--- src/rtl/exec_pkg.sv ---
// Shared types and constants for the pipelined execute unit.
package exec_pkg;

    // Instruction class carried down the pipe; ModeRsvd executes as an ALU op.
    typedef enum logic [1:0] {
        ModeAlu  = 2'd0,
        ModeMovz = 2'd1,
        ModeMovk = 2'd2,
        ModeRsvd = 2'd3
    } mode_e;

    localparam logic [2:0] AluPassB = 3'b000;
    localparam logic [2:0] AluAdd   = 3'b010;
    localparam logic [2:0] AluSub   = 3'b011;
    localparam logic [2:0] AluAnd   = 3'b100;
    localparam logic [2:0] AluOr    = 3'b101;
    localparam logic [2:0] AluXor   = 3'b110;

    typedef struct packed {
        logic n;
        logic z;
        logic c;
        logic v;
    } flags_t;

    // Highest register number is the zero register.
    function automatic int unsigned xzr(input int unsigned reg_aw);
        return (32'd1 << reg_aw) - 32'd1;
    endfunction

endpackage

--- src/rtl/exec_alu_mov.sv ---
// Combinational ALU plus MOVZ/MOVK lane insert; flags are only meaningful for ALU ops.
module exec_alu_mov
    import exec_pkg::*;
#(
    parameter int unsigned DATA_W  = 64,
    parameter int unsigned LANE_W  = 16,
    parameter int unsigned SHAMT_W = 2
) (
    input  mode_e              mode_i,
    input  logic [2:0]         aluop_i,
    input  logic [DATA_W-1:0]  opa_i,
    input  logic [DATA_W-1:0]  opb_i,
    input  logic [DATA_W-1:0]  rs2_i,
    input  logic [LANE_W-1:0]  imm16_i,
    input  logic [SHAMT_W-1:0] shamt_i,
    output logic [DATA_W-1:0]  result_o,
    output flags_t             flags_o
);

    logic              is_sub;
    logic              arith;
    logic [DATA_W-1:0] b_eff;
    logic [DATA_W:0]   sum;
    logic [DATA_W-1:0] alu_res;
    logic [DATA_W-1:0] lane_val;
    logic [DATA_W-1:0] lane_mask;

    // Result and NZCV; subtract is A + ~B + 1 so C means "no borrow".
    always_comb begin
        is_sub    = (aluop_i == AluSub);
        arith     = is_sub || (aluop_i == AluAdd);
        b_eff     = is_sub ? ~opb_i : opb_i;
        sum       = {1'b0, opa_i} + {1'b0, b_eff} + {{DATA_W{1'b0}}, is_sub};
        lane_val  = DATA_W'(imm16_i) << (LANE_W * shamt_i);
        lane_mask = DATA_W'({LANE_W{1'b1}}) << (LANE_W * shamt_i);

        case (aluop_i)
            AluAdd, AluSub: alu_res = sum[DATA_W-1:0];
            AluAnd:         alu_res = opa_i & opb_i;
            AluOr:          alu_res = opa_i | opb_i;
            AluXor:         alu_res = opa_i ^ opb_i;
            AluPassB:       alu_res = opb_i;
            default:        alu_res = opb_i;  // unused encodings behave as B-pass
        endcase

        case (mode_i)
            ModeMovz: result_o = lane_val;
            ModeMovk: result_o = (rs2_i & ~lane_mask) | lane_val;
            default:  result_o = alu_res;
        endcase

        flags_o.n = alu_res[DATA_W-1];
        flags_o.z = (alu_res == '0);
        flags_o.c = arith & sum[DATA_W];
        flags_o.v = arith & (opa_i[DATA_W-1] == b_eff[DATA_W-1])
                          & (sum[DATA_W-1] != opa_i[DATA_W-1]);
    end

endmodule

--- src/rtl/pipelined_exec_unit.sv ---
// Two-stage execute unit: operand stage A, result stage B, NZCV register, local forwarding.
module pipelined_exec_unit
    import exec_pkg::*;
#(
    parameter int unsigned DATA_W = 64,
    parameter int unsigned LANE_W = 16,
    parameter int unsigned REG_AW = 5,
    localparam int unsigned NLANES  = DATA_W / LANE_W,
    localparam int unsigned SHAMT_W = (NLANES > 1) ? $clog2(NLANES) : 1
) (
    input  logic               clk,
    input  logic               reset,
    input  logic               flush,
    input  logic               in_valid,
    output logic               in_ready,
    input  logic [1:0]         in_mode,
    input  logic [2:0]         in_aluop,
    input  logic               in_use_imm,
    input  logic [DATA_W-1:0]  in_imm,
    input  logic [LANE_W-1:0]  in_imm16,
    input  logic [SHAMT_W-1:0] in_shamt,
    input  logic               in_flagset,
    input  logic [REG_AW-1:0]  in_rs1,
    input  logic [REG_AW-1:0]  in_rs2,
    input  logic [REG_AW-1:0]  in_rd,
    input  logic               in_rd_we,
    input  logic [DATA_W-1:0]  in_a,
    input  logic [DATA_W-1:0]  in_b,
    output logic               out_valid,
    input  logic               out_ready,
    output logic [DATA_W-1:0]  out_result,
    output logic [DATA_W-1:0]  out_b,
    output logic [REG_AW-1:0]  out_rd,
    output logic               out_rd_we,
    output logic [3:0]         flags_q,
    output logic               zero_check
);

    localparam logic [REG_AW-1:0] XzrReg = REG_AW'(xzr(REG_AW));

    logic               a_valid_q, a_valid_d, a_flagset_q, a_flagset_d, a_rd_we_q, a_rd_we_d;
    mode_e              a_mode_q, a_mode_d;
    logic [2:0]         a_aluop_q, a_aluop_d;
    logic [REG_AW-1:0]  a_rd_q, a_rd_d;
    logic [DATA_W-1:0]  a_opa_q, a_opa_d, a_opb_q, a_opb_d, a_rs2v_q, a_rs2v_d;
    logic [LANE_W-1:0]  a_imm16_q, a_imm16_d;
    logic [SHAMT_W-1:0] a_shamt_q, a_shamt_d;
    logic               b_valid_q, b_valid_d, b_rd_we_q, b_rd_we_d;
    logic [DATA_W-1:0]  b_result_q, b_result_d, b_b_q, b_b_d;
    logic [REG_AW-1:0]  b_rd_q, b_rd_d;
    flags_t             flags_d;

    logic [DATA_W-1:0]  alu_result, fwd_a, fwd_b;
    flags_t             alu_flags;
    logic               b_adv, accept, a_is_alu;

    exec_alu_mov #(
        .DATA_W  (DATA_W),
        .LANE_W  (LANE_W),
        .SHAMT_W (SHAMT_W)
    ) u_alu_mov (
        .mode_i   (a_mode_q),
        .aluop_i  (a_aluop_q),
        .opa_i    (a_opa_q),
        .opb_i    (a_opb_q),
        .rs2_i    (a_rs2v_q),
        .imm16_i  (a_imm16_q),
        .shamt_i  (a_shamt_q),
        .result_o (alu_result),
        .flags_o  (alu_flags)
    );

    // Operand forwarding: XZR is always zero, then A's live result, then B, then regfile data.
    always_comb begin
        fwd_a = in_a;
        if (in_rs1 == XzrReg)                                  fwd_a = '0;
        else if (a_valid_q && a_rd_we_q && (a_rd_q == in_rs1)) fwd_a = alu_result;
        else if (b_valid_q && b_rd_we_q && (b_rd_q == in_rs1)) fwd_a = b_result_q;
        fwd_b = in_b;
        if (in_rs2 == XzrReg)                                  fwd_b = '0;
        else if (a_valid_q && a_rd_we_q && (a_rd_q == in_rs2)) fwd_b = alu_result;
        else if (b_valid_q && b_rd_we_q && (b_rd_q == in_rs2)) fwd_b = b_result_q;
    end

    // Handshake and next-state for both stages and the flag register.
    always_comb begin
        b_adv    = !b_valid_q || out_ready;
        in_ready = !a_valid_q || b_adv;
        accept   = in_valid && in_ready && !flush;
        a_is_alu = (a_mode_q == ModeAlu) || (a_mode_q == ModeRsvd);

        a_valid_d   = a_valid_q;   a_mode_d   = a_mode_q;   a_aluop_d = a_aluop_q;
        a_flagset_d = a_flagset_q; a_rd_d     = a_rd_q;     a_rd_we_d = a_rd_we_q;
        a_opa_d     = a_opa_q;     a_opb_d    = a_opb_q;    a_rs2v_d  = a_rs2v_q;
        a_imm16_d   = a_imm16_q;   a_shamt_d  = a_shamt_q;
        b_valid_d   = b_valid_q;   b_result_d = b_result_q; b_b_d     = b_b_q;
        b_rd_d      = b_rd_q;      b_rd_we_d  = b_rd_we_q;
        flags_d     = flags_q;

        if (b_adv) begin
            b_valid_d = a_valid_q;
            if (a_valid_q) begin
                b_result_d = alu_result;
                b_b_d      = a_rs2v_q;
                b_rd_d     = a_rd_q;
                b_rd_we_d  = a_rd_we_q;
                if (a_flagset_q && a_is_alu) flags_d = alu_flags;
            end
        end

        if (in_ready) a_valid_d = in_valid;
        if (accept) begin
            a_mode_d    = mode_e'(in_mode);
            a_aluop_d   = in_aluop;
            a_flagset_d = in_flagset;
            a_rd_d      = in_rd;
            a_rd_we_d   = in_rd_we;
            a_opa_d     = fwd_a;
            a_opb_d     = in_use_imm ? in_imm : fwd_b;
            a_rs2v_d    = fwd_b;
            a_imm16_d   = in_imm16;
            a_shamt_d   = in_shamt;
        end

        // Flush kills both stages and suppresses the flag write of the instruction leaving A.
        if (flush) begin
            a_valid_d = 1'b0;
            b_valid_d = 1'b0;
            flags_d   = flags_q;
        end
    end

    // Pipeline and flag registers.
    always_ff @(posedge clk or negedge reset) begin
        if (!reset) begin
            a_valid_q <= 1'b0; a_mode_q   <= ModeAlu; a_aluop_q <= '0;
            a_flagset_q <= 1'b0; a_rd_q   <= '0;      a_rd_we_q <= 1'b0;
            a_opa_q   <= '0;   a_opb_q    <= '0;      a_rs2v_q  <= '0;
            a_imm16_q <= '0;   a_shamt_q  <= '0;
            b_valid_q <= 1'b0; b_result_q <= '0;      b_b_q     <= '0;
            b_rd_q    <= '0;   b_rd_we_q  <= 1'b0;
            flags_q   <= '0;
        end else begin
            a_valid_q <= a_valid_d; a_mode_q   <= a_mode_d;   a_aluop_q <= a_aluop_d;
            a_flagset_q <= a_flagset_d; a_rd_q <= a_rd_d;     a_rd_we_q <= a_rd_we_d;
            a_opa_q   <= a_opa_d;   a_opb_q    <= a_opb_d;    a_rs2v_q  <= a_rs2v_d;
            a_imm16_q <= a_imm16_d; a_shamt_q  <= a_shamt_d;
            b_valid_q <= b_valid_d; b_result_q <= b_result_d; b_b_q     <= b_b_d;
            b_rd_q    <= b_rd_d;    b_rd_we_q  <= b_rd_we_d;
            flags_q   <= flags_d;
        end
    end

    assign out_valid  = b_valid_q;
    assign out_result = b_result_q;
    assign out_b      = b_b_q;
    assign out_rd     = b_rd_q;
    assign out_rd_we  = b_rd_we_q;
    assign zero_check = (alu_result == '0);

endmodule

--- config.mk ---
export PLATFORM = sky130hd
export DESIGN_NAME = pipelined_exec_unit
export DESIGN_NICKNAME = d
export VERILOG_FILES = /design/src/rtl/exec_pkg.sv /design/src/rtl/exec_alu_mov.sv /design/src/rtl/pipelined_exec_unit.sv
export SDC_FILE = /design/constraint.sdc
export NUM_CORES = 1
export LEC_CHECK = 0
export ABC_AREA = 1
export BUFFER_PORTS_ARGS = -buffer_cell sky130_fd_sc_hd__buf_2
export CAP_MARGIN = 15
export CORE_MARGIN = 5
export CORE_UTILIZATION = 40
export CTS_CLUSTER_SIZE = 30
export DETAILED_ROUTE_END_ITERATION = 16
export PLACE_DENSITY_LB_ADDON = 0.05
export SKIP_CTS_REPAIR_TIMING = 1
export SLEW_MARGIN = 30
export SYNTH_ARGS = -nofsm -noshare
export SYNTH_HDL_FRONTEND = slang
export SYNTH_SLANG_ARGS = --single-unit
--- constraint.sdc ---
create_clock -name clk -period 8.9 [get_ports clk]
set_input_delay 1.78 -clock clk [delete_from_list [all_inputs] [get_ports clk]]
set_output_delay 1.78 -clock clk [all_outputs]
set_load 0.1 [all_outputs]
Yosys cells after proc, flatten, opt, wreduce, memory -nomap -nowiden
Cells that the tools add are included.

word-level totals
  bits in registers = 362
  input port bits = 238
  output and inout bits = 141
  word-level logic and storage cells = 86

cells by class
  add/sub/neg operators = 2
  equal/unequal tests = 16
  shifts and indexed selects = 2
  mux-type cells = 14
  bitwise gates (word level) = 11
  reduce and logical (&&, ||, !) cells = 24

operator list
  kind                                                                 count
  64-bit two-way mux                                                   8
  64-bit case mux with 4 select lines                                  1
  64-bit AND                                                           2
  64-bit logical NOT                                                   2
  64-bit inverter                                                      2
  64-bit bitwise OR                                                    2
  64-bit case mux with 2 select lines                                  1
  64-bit by 64-bit adder with 65-bit output                            1
  65-bit by 1-bit adder with 65-bit output                             1
  16-bit by 6-bit left shift with 64-bit output                        1
  16-bit by 6-bit left shift with 64-bit output, first input constant  1
  64-bit XOR                                                           1
  5-bit == test                                                        4
  5-bit == test, second input constant                                 2
  3-bit == test, second input constant                                 3
  1-bit logical AND                                                    9
  3-bit by 2-bit == test with 1-bit output, second input constant      2
  2-bit == test, second input constant                                 2
  1-bit logical OR                                                     4
  1-bit two-way mux                                                    4
  4-bit AND reduction                                                  1
  2-bit nonzero test                                                   2
  1-bit AND                                                            3
  1-bit logical NOT                                                    3
  7 further kinds                                                      7

Logic depth before layout (Yosys ltp)
Gate-level depths: netlist of the first run.

  depth in word-level cells = 9
  gate-level depth with buffers = 29
  mapped depth without buffers = 26

Cells and area by module
A second synthesis of the first run with hierarchy kept.

unflattened totals
  cell total of the unflattened synthesis = 4655
  area, all modules = 30526.8 sq um

by module, submodules not included
  module               times used  cells an instance  area an instance (sq um)  sequential area each (sq um)
  pipelined_exec_unit  1           2289               18178.7                   9058.7
  exec_alu_mov         1           2366               12348.1                   0.0

Least setup slack after synthesis of the first run
OpenSTA, ideal clock, no wires.

  path type = register -> output
  from = register a_aluop_q[1]
  to = output port zero_check
  data arrival time = 4401 ps
  data required time = 7120 ps
  slack = 2719 ps
  cell stages (with the launch flop) = 25
  buffers on the path = 3
  path through = dfrtp_1 -> buf_4 -> nand3_2 -> buf_2 -> buf_1 -> xor2_1 -> ha_1 -> nand2_1 -> nor2_1 -> nand3_1 -> nand2_2 -> nand2_1 -> nand3_2 -> nand2_1 -> nand2_1 -> nand2_1 -> nand2_1 -> nand2_1 -> nand3_1 -> nand2_1 -> a21boi_0 -> nand2_1 -> nor2_1 -> nand3_1 -> nor2_1

between the ends
  cells in the longest elaborated chain, start to end = 7
  elaborated cells on any way between the ends = 12
  classes of those cells = 2 x add/sub; 5 x eq/ne; 3 x mux; 2 x reduce/logical

ends and longest elaborated chain
  item                                       line                                    source
  start, declared                            pipelined_exec_unit.sv:43               logic [2:0] a_aluop_q, a_aluop_d;
  start signal, assigned                     pipelined_exec_unit.sv:144              a_valid_q <= a_valid_d; a_mode_q <= a_mode_d; a_aluop_q <= a_aluop_d;
  3-bit by 2-bit == test with 1-bit output   exec_alu_mov.sv:30, exec_alu_mov.sv:37
  64-bit two-way mux                         exec_alu_mov.sv:32                      b_eff = is_sub ? ~opb_i : opb_i;
  64-bit by 64-bit adder with 65-bit output  exec_alu_mov.sv:33                      sum = {1'b0, opa_i} + {1'b0, b_eff} + {{DATA_W{1'b0}}, is_sub};
  65-bit by 1-bit adder with 65-bit output   exec_alu_mov.sv:33
  64-bit case mux with 4 select lines (*)    exec_alu_mov.sv:37                      case (aluop_i)
  64-bit case mux with 2 select lines (*)    exec_alu_mov.sv:46                      case (mode_i)
  64-bit logical NOT (*)                     pipelined_exec_unit.sv:159              assign zero_check = (alu_result == '0);
  end, declared                              pipelined_exec_unit.sv:36               output logic zero_check

Mark *: on every way between the ends. The rest lies on a longest branch, timed or not.

Worst setup path after layout of the first run
  from = register a_aluop_q[2]
  to = output port zero_check

Same word-level chain as after synthesis.

==> flow_metrics.py, run 1 <==
metrics = {
    "cts": {
        "htreeDepth": 2,
        "cts_tree": "built",
        "cts_made_buffers": 45,
        "ctsRootBufferMaster": "clkbuf_16",
        "clock_path_buffers": 3,
        "worstSkewPairLatency_ps": 600,
        "numClockSinks": 362,
        "path_clk_slew_ps": 60,
    },
    "logic_synthesis": {
        "syn_avg_cell_area_um2": 6.54,
        "synthMuxAreaShare_pct": 0,
        "synth_edf_count": 0,
        "synth.net_count": 4905,
        "syn-cell-area_mm2": 0.0292,
        "yosysTopAreaCell": "dfrtp_1",
        "synth-xor-area-share_pct": 2.10,
        "synth.area.top_cells": "dfrtp_1, nand2_1, o21ai_0",
        "synth_top_family_by_area": "simple AND/OR/NAND/NOR gates",
        "ys_types": 48,
        "synth_fa_ha_area_share_pct": 8.55,
        "syn_inst": 4468,
        "synth-simple-area-share_pct": 27.8,
        "synth-main-ff-cell": "dfrtp_1",
        "yosysWarnings": 0,
        "async_flop_share_pct": 100,
        "yosys_register_bits": 362,
        "seq_area_frac_synth_pct": 31.0,
        "synth_top_area_share_pct": 31.0,
        "synth_compound_area_share_pct": 19.9,
    },
    "pwr": {
        "ir_worst_vdd_mv": 0.194,
        "power.density_mw_per_mm2": 265,
        "leakage_nw": 17.4,
        "power_mw": 8.87,
    },
    "detailed_routing": {
        "wl_per_cell_um": 23.7,
        "wl_um": 135000,
        "drt_first_iter_violations": 3619,
        "viasPerCell": 5.53,
        "num_vias": 31500,
        "antenna_left": 0,
        "first_pass_iters": 6,
        "drc": 0,
    },
    "floorplan": {
        "core_mm2": 0.0727,
        "die_y_um": 280,
        "io_pins": 379,
        "fp.dieArea_mm2": 0.0785,
        "fp.dieW_um": 280,
        "start_util_pct": 40.2,
        "rows": 99,
    },
    "setup_path": {
        "cp-start-kind": "register",
        "critPathMaxFanout": 56,
        "r2r_cells": 20,
        "arrival_ps": 5890,
        "end_kind": "output pin",
        "r2r_start": "a_aluop_q[2]",
        "path_class": "register to output pin",
        "cp-startpoint": "a_aluop_q[2]",
        "cp_data_required_time_ps": 7120,
    },
    "place": {
        "place_hpwl_um": 106000,
        "port_buffers": 378,
        "placed_area_mm2": 0.0318,
        "place_congestion": 1.00,
    },
    "global_routing": {
        "grt_overflow": 0,
        "grt_max_degree": 129,
        "grt_pass1_wl_um": 196000,
        "grt_pass1_vias": 29400,
        "antenna_found_initial": 5,
        "track_usage_pct": 33.2,
    },
    "status": {
        "status": "completed",
    },
    "timing": {
        "tns_ps": 0,
        "final-hold-violation-count": 0,
        "max_freq_mhz": 130,
        "relSlewSlack_pct": 31.5,
        "fin_crit_ps": 7670,
        "clock_skew_ps": 37.2,
        "final-setup-viol-count": 0,
        "rsz0062_at_grt": "false",
        "min_period_over_period_pct": 86.1,
        "drv_slew": 0,
        "tightest_slew_ps": 1020,
        "timing.hold.ws_ps": 471,
    },
    "job": {
        "maxCapViolCount": 0,
    },
    "final_layout": {
        "final_area_mm2": 0.0334,
        "synthToLayoutAreaGrowth_pct": 14.5,
        "fill_cells": 7768,
        "seq_area_mm2": 0.00906,
        "fin_util_pct": 46.0,
        "final_layout_size_suffix_gt1_share_pct": 11.4,
        "multiInputGateArea_mm2": 0.0171,
        "fin_nets": 5143,
    },
    "hold_path": {
        "min_from": "flags_q[2]",
        "hp-class": "register to register",
        "hold_depth": 2,
    },
}
[sequential cells by signal, indices dropped and copies added, names as in the netlist, 2 cells and up]
name        count
a_aluop_q       3
a_imm16_q      16
a_mode_q        2
a_opa_q        64
a_opb_q        64
a_rd_q          5
a_rs2v_q       64
a_shamt_q       2
flags_q         4
out_b          64
out_rd          5
out_result     64
[critical path, cell delays in order (launching register included)]
cell and delay [ps]:
dfrtp_1 530, inv_2 110, nand3_4 190, buf_12 340, xor2_1 150, ha_1 430
nand2_1 150, nor2_1 210, nand2_1 140, nor2_1 450, nand3_1 340, nand3_1 170
nand2_1 60, nand3_1 240, nand3_1 210, nand2_1 220, nand2_1 90, inv_1 70
nand3_1 90, nor2_1 100, nand4_1 110, nor2_1 320, buf_2 510
[layer usage]
metal / GRT usage (%) / part of all wire (%) / wire length [µm]
met5: 0 / 0.041 / 56
met4: 9.35 / 3.4 / 4550
met3: 6.98 / 10 / 13600
met2: 46.1 / 40 / 53800
met1: 51.5 / 47 / 63200
[cells in the final DEF (no fill, tap or decap), drive strengths merged, types with 10 or more instances in the layout]
cell    synthesis  layout
nand4          35      35
a211oi         28      28
nor3           25      25
buf            66     414
bufinv          0      10
ha            198     198
nand3b         19      19
a21oi         148     148
nor2          302     302
a31oi          33      33
o211ai         87      87
o21ai         593     593
a221oi         14      14
xor2           70      70
o21bai         19      19
dfrtp         362     362
o22ai          60      60
nand3         201     201
clkbuf        157      59
nand2        1412    1412
inv           584     584
[kinds of logic after synthesis]
family,after synthesis
AOI/OAI and AO/OA,1020
buffers and inverters,808
xor gates and xnor gates,70
adders and majority gates,199
DFF,362
and+or+nand+nor,2009
[path summary, 6_finish.rpt]
kind	end	slack (ps)
hold / removal	flags_q[2]	470
setup reg to reg	a_opb_q[33]	4080
max in group asynchronous	a_rs2v_q[51]	6240
hold reg to reg	flags_q[2]	470
setup / recovery	zero_check	1230
min in group asynchronous	out_b[0]	1210
[power by group]
group	internal, mW	leakage, nW	total, mW	switching [mW]
logic	1.01	12.0	4.53	3.52
clock network	1.28	0.792	2.08	0.809
registers	1.95	4.52	2.26	0.305
total	4.24	17.4	8.87	4.63
[cell type report]
class	instances	share of cell area [%]
Timing Repair Buffer	414	6.60
Tap cell	959	3.59
Sequential cell	362	27.1
Antenna cell	2	0.0150
Clock buffer	59	3.71
Multi-Input combinational cell	3298	51.2
Inverter	585	6.59
Clock inverter	21	1.22
[through the flow]
step | instances | worst slack [ps]
floorplan | 4468 | 2720
global placement | 5618 | 2030
detailed placement | 5618 | 2040
CTS | 5698 | 1400
global route | 5699 | 1180
finish | 5700 | 1230
[synth_stat cells (37+ instances only)]
master,n
nand2_1,1402
o21ai_0,576
inv_1,575
dfrtp_1,362
nor2_1,296
ha_1,198
nand3_1,194
clkbuf_1,157
a21oi_1,148
o211ai_1,87
xor2_1,70
o22ai_1,60
buf_2,37
Note: power is estimated with default switching activity, not from simulation.
==> inputs of run 2 (changes only) <==
--- a/config.mk
+++ b/config.mk
@@ -8,10 +8,12 @@
 export ABC_AREA = 1
 export BUFFER_PORTS_ARGS = -buffer_cell sky130_fd_sc_hd__buf_2
 export CAP_MARGIN = 15
+export CORE_ASPECT_RATIO = 2
 export CORE_MARGIN = 5
-export CORE_UTILIZATION = 40
+export CORE_UTILIZATION = 45
 export CTS_CLUSTER_SIZE = 30
 export DETAILED_ROUTE_END_ITERATION = 16
+export HOLD_SLACK_MARGIN = 0.15
 export PLACE_DENSITY_LB_ADDON = 0.05
 export SKIP_CTS_REPAIR_TIMING = 1
 export SLEW_MARGIN = 30
==> flow_metrics.py, run 2 (same netlist as run 1, synthesis figures left out) <==
metrics = {
    "floorplan": {
        "core_mm2": 0.0646,
        "io_pins": 379,
        "rows": 132,
        "fp.dieArea_mm2": 0.0704,
        "fp.dieW_um": 190,
        "start_util_pct": 45.2,
        "die_y_um": 370,
    },
    "final_layout": {
        "final_area_mm2": 0.0330,
        "fin_nets": 5135,
        "fill_cells": 6824,
        "final_layout_size_suffix_gt1_share_pct": 11.3,
        "layout_common_cells": "nand2_1, o21ai_0, inv_1",
        "stdcell_count": 5605,
        "synthToLayoutAreaGrowth_pct": 13.1,
        "layout_commonest_cell": "nand2_1",
    },
    "global_routing": {
        "grt_pass1_wl_um": 209000,
        "grt_overflow": 0,
        "grt_pass1_vias": 31500,
        "track_usage_pct": 39.8,
        "grt_max_degree": 159,
        "antenna_found_initial": 13,
    },
    "detailed_routing": {
        "num_vias": 32100,
        "viasPerCell": 5.73,
        "drc": 0,
        "wl_um": 143000,
        "drt_first_iter_violations": 3744,
        "wl_per_cell_um": 25.6,
        "first_pass_iters": 6,
        "antenna_left": 0,
    },
    "pwr": {
        "combinationalPowerShare_pct": 53.3,
        "p_switching_mw": 4.70,
        "p_seq_share_pct": 26.0,
        "power.share.clock_pct": 20.6,
        "p_sw_share_pct": 54.3,
        "ir_worst_vdd_mv": 0.257,
        "p_int_mw": 3.95,
        "leakage_nw": 17.2,
        "power.density_mw_per_mm2": 262,
        "power_mw": 8.65,
    },
    "timing": {
        "max_freq_mhz": 115,
        "fin_crit_ps": 8700,
        "clock_skew_ps": 17.1,
        "tns_ps": 0,
        "drv_slew": 0,
        "final-hold-violation-count": 0,
        "min_period_over_period_pct": 97.7,
        "final-setup-viol-count": 0,
        "rsz0062_at_grt": "false",
        "relSlewSlack_pct": 32.6,
        "tightest_slew_ps": 1010,
    },
    "hold_path": {
        "hold_depth": 2,
        "min_from": "out_b[52]",
        "hold_end": "out_b[52]",
        "hp-class": "register to register",
    },
    "setup_path": {
        "critPathMaxFanout": 28,
        "critPathBufInv": 2,
        "end_kind": "output pin",
        "critPathMaxStageDelay_ps": 590,
        "cp-start-kind": "register",
        "r2r_start": "a_aluop_q[2]",
        "cp_data_required_time_ps": 7120,
        "cpMostUsedCell": "nand2_1",
        "arrival_ps": 6920,
        "cp_cell_sequence": "inv_2 -> nand3_4 -> xor2_1 -> ha_1 -> nand2_1 -> nor2_1 -> nand2_1 -> nor2_1 -> nand2_1 -> nand3_2 -> nand2_1 -> nand2_1 -> nand2_1 -> nand3_1 -> nand2_1 -> o21ai_1 -> nand3_1 -> nor2_1 -> nand4_1 -> nor2_1 -> buf_2",
        "path_class": "register to output pin",
        "r2r_cells": 19,
        "cp-startpoint": "a_aluop_q[2]",
        "path_delay_family": "simple AND/OR/NAND/NOR gates",
        "r2r-end": "a_opb_q[29]",
        "slowest_stage": "o21ai_1",
        "ff2ff_setup_slack_ps": 3390,
    },
    "job": {
        "maxCapViolCount": 0,
    },
    "cts": {
        "path_clk_slew_ps": 80,
        "cts_made_buffers": 38,
        "cts_tree": "built",
        "clock_path_buffers": 3,
        "ctsRootBufferMaster": "clkbuf_16",
        "htreeDepth": 2,
        "worstSkewPairLatency_ps": 600,
        "numClockSinks": 362,
    },
    "place": {
        "placed_area_mm2": 0.0317,
        "place_hpwl_um": 111000,
        "port_buffers": 378,
        "dp_cells": 5529,
        "place_congestion": 1.16,
    },
    "status": {
        "status": "completed",
    },
}
==> run 2: cell count changes in the layout (fill, tap and decap cells not counted), sizes merged <==
| cell | delta |
|---|---|
| buf | -1 |
| inv | -2 |
| diode | +4 |
| clkbuf | -8 |
| clkinv | +5 |
| bufinv | -6 |
| clkinvlp | +1 |
==> run 2: power by group through the flow <==
stage | Combinational, mW | Clock [mW] | Sequential, mW
2_1_floorplan | 2.02 | 0 | 3.34
4_1_cts | 4.53 | 1.80 | 2.24
5_1_grt | 4.92 | 1.86 | 2.28
6_report | 4.61 | 1.78 | 2.25
3_3_place_gp | 4.50 | 0 | 2.27
3_5_place_dp | 4.51 | 0 | 2.26
==> run 2: area by class of cell <==
| cell class | count | area, µm² | area share [%] |
|---|---|---|---|
| well taps | 871 | 1090 | 3.30 |
| diodes | 6 | 15.0 | 0.0455 |
| inverters | 585 | 2200 | 6.67 |
| clock inverters | 19 | 243 | 0.735 |
| flip-flops and latches | 362 | 9060 | 27.4 |
| multi-input cells | 3298 | 17100 | 51.8 |
| clock buffers | 51 | 1090 | 3.30 |
| repair buffers | 413 | 2210 | 6.70 |
==> run 2: how the worst max path moves through the flow <==
| stage | slack (ps) | end | cells past startpoint |
|---|---|---|---|
| 3_5_place_dp | 1170 | zero_check | 21 |
| 5_1_grt | 260 | zero_check | 21 |
| 3_3_place_gp | 1090 | zero_check | 21 |
| 4_1_cts | 500 | zero_check | 21 |
| 6_report | 200 | zero_check | 21 |
| 2_1_floorplan | 2720 | zero_check | 24 |
==> run 2: layer usage <==
metal | wire length [µm] | track usage, % | share of wire, %
met1 | 54600 | 48.6 | 38
met2 | 65200 | 63.8 | 45
met3 | 11600 | 7.18 | 8.1
met4 | 12100 | 26.9 | 8.5
met5 | 28 | 0 | 0.020
==> run 2: stage by stage <==
stage                     utilization (%)  worst slack (ps)  hold slack (ps)
final                                51.2               200              481
after global routing                 51.1               263              501
after CTS                            51.1               496              484
after detailed placement             49.1              1170              460
after global placement               49.1              1090              457
after floorplan                         -              2720              449
==> run 2: worst register-to-register path, delay by kind of cell (launching register included) <==
| kind | cells | cell delay [ps] |
|---|---|---|
| AOI/OAI and AO/OA | 3 | 920 |
| adders and majority gates | 1 | 390 |
| DFF | 1 | 510 |
| and+or+nand+nor | 13 | 3060 |
| buffers and inverters | 1 | 150 |
| xor gates and xnor gates | 1 | 360 |
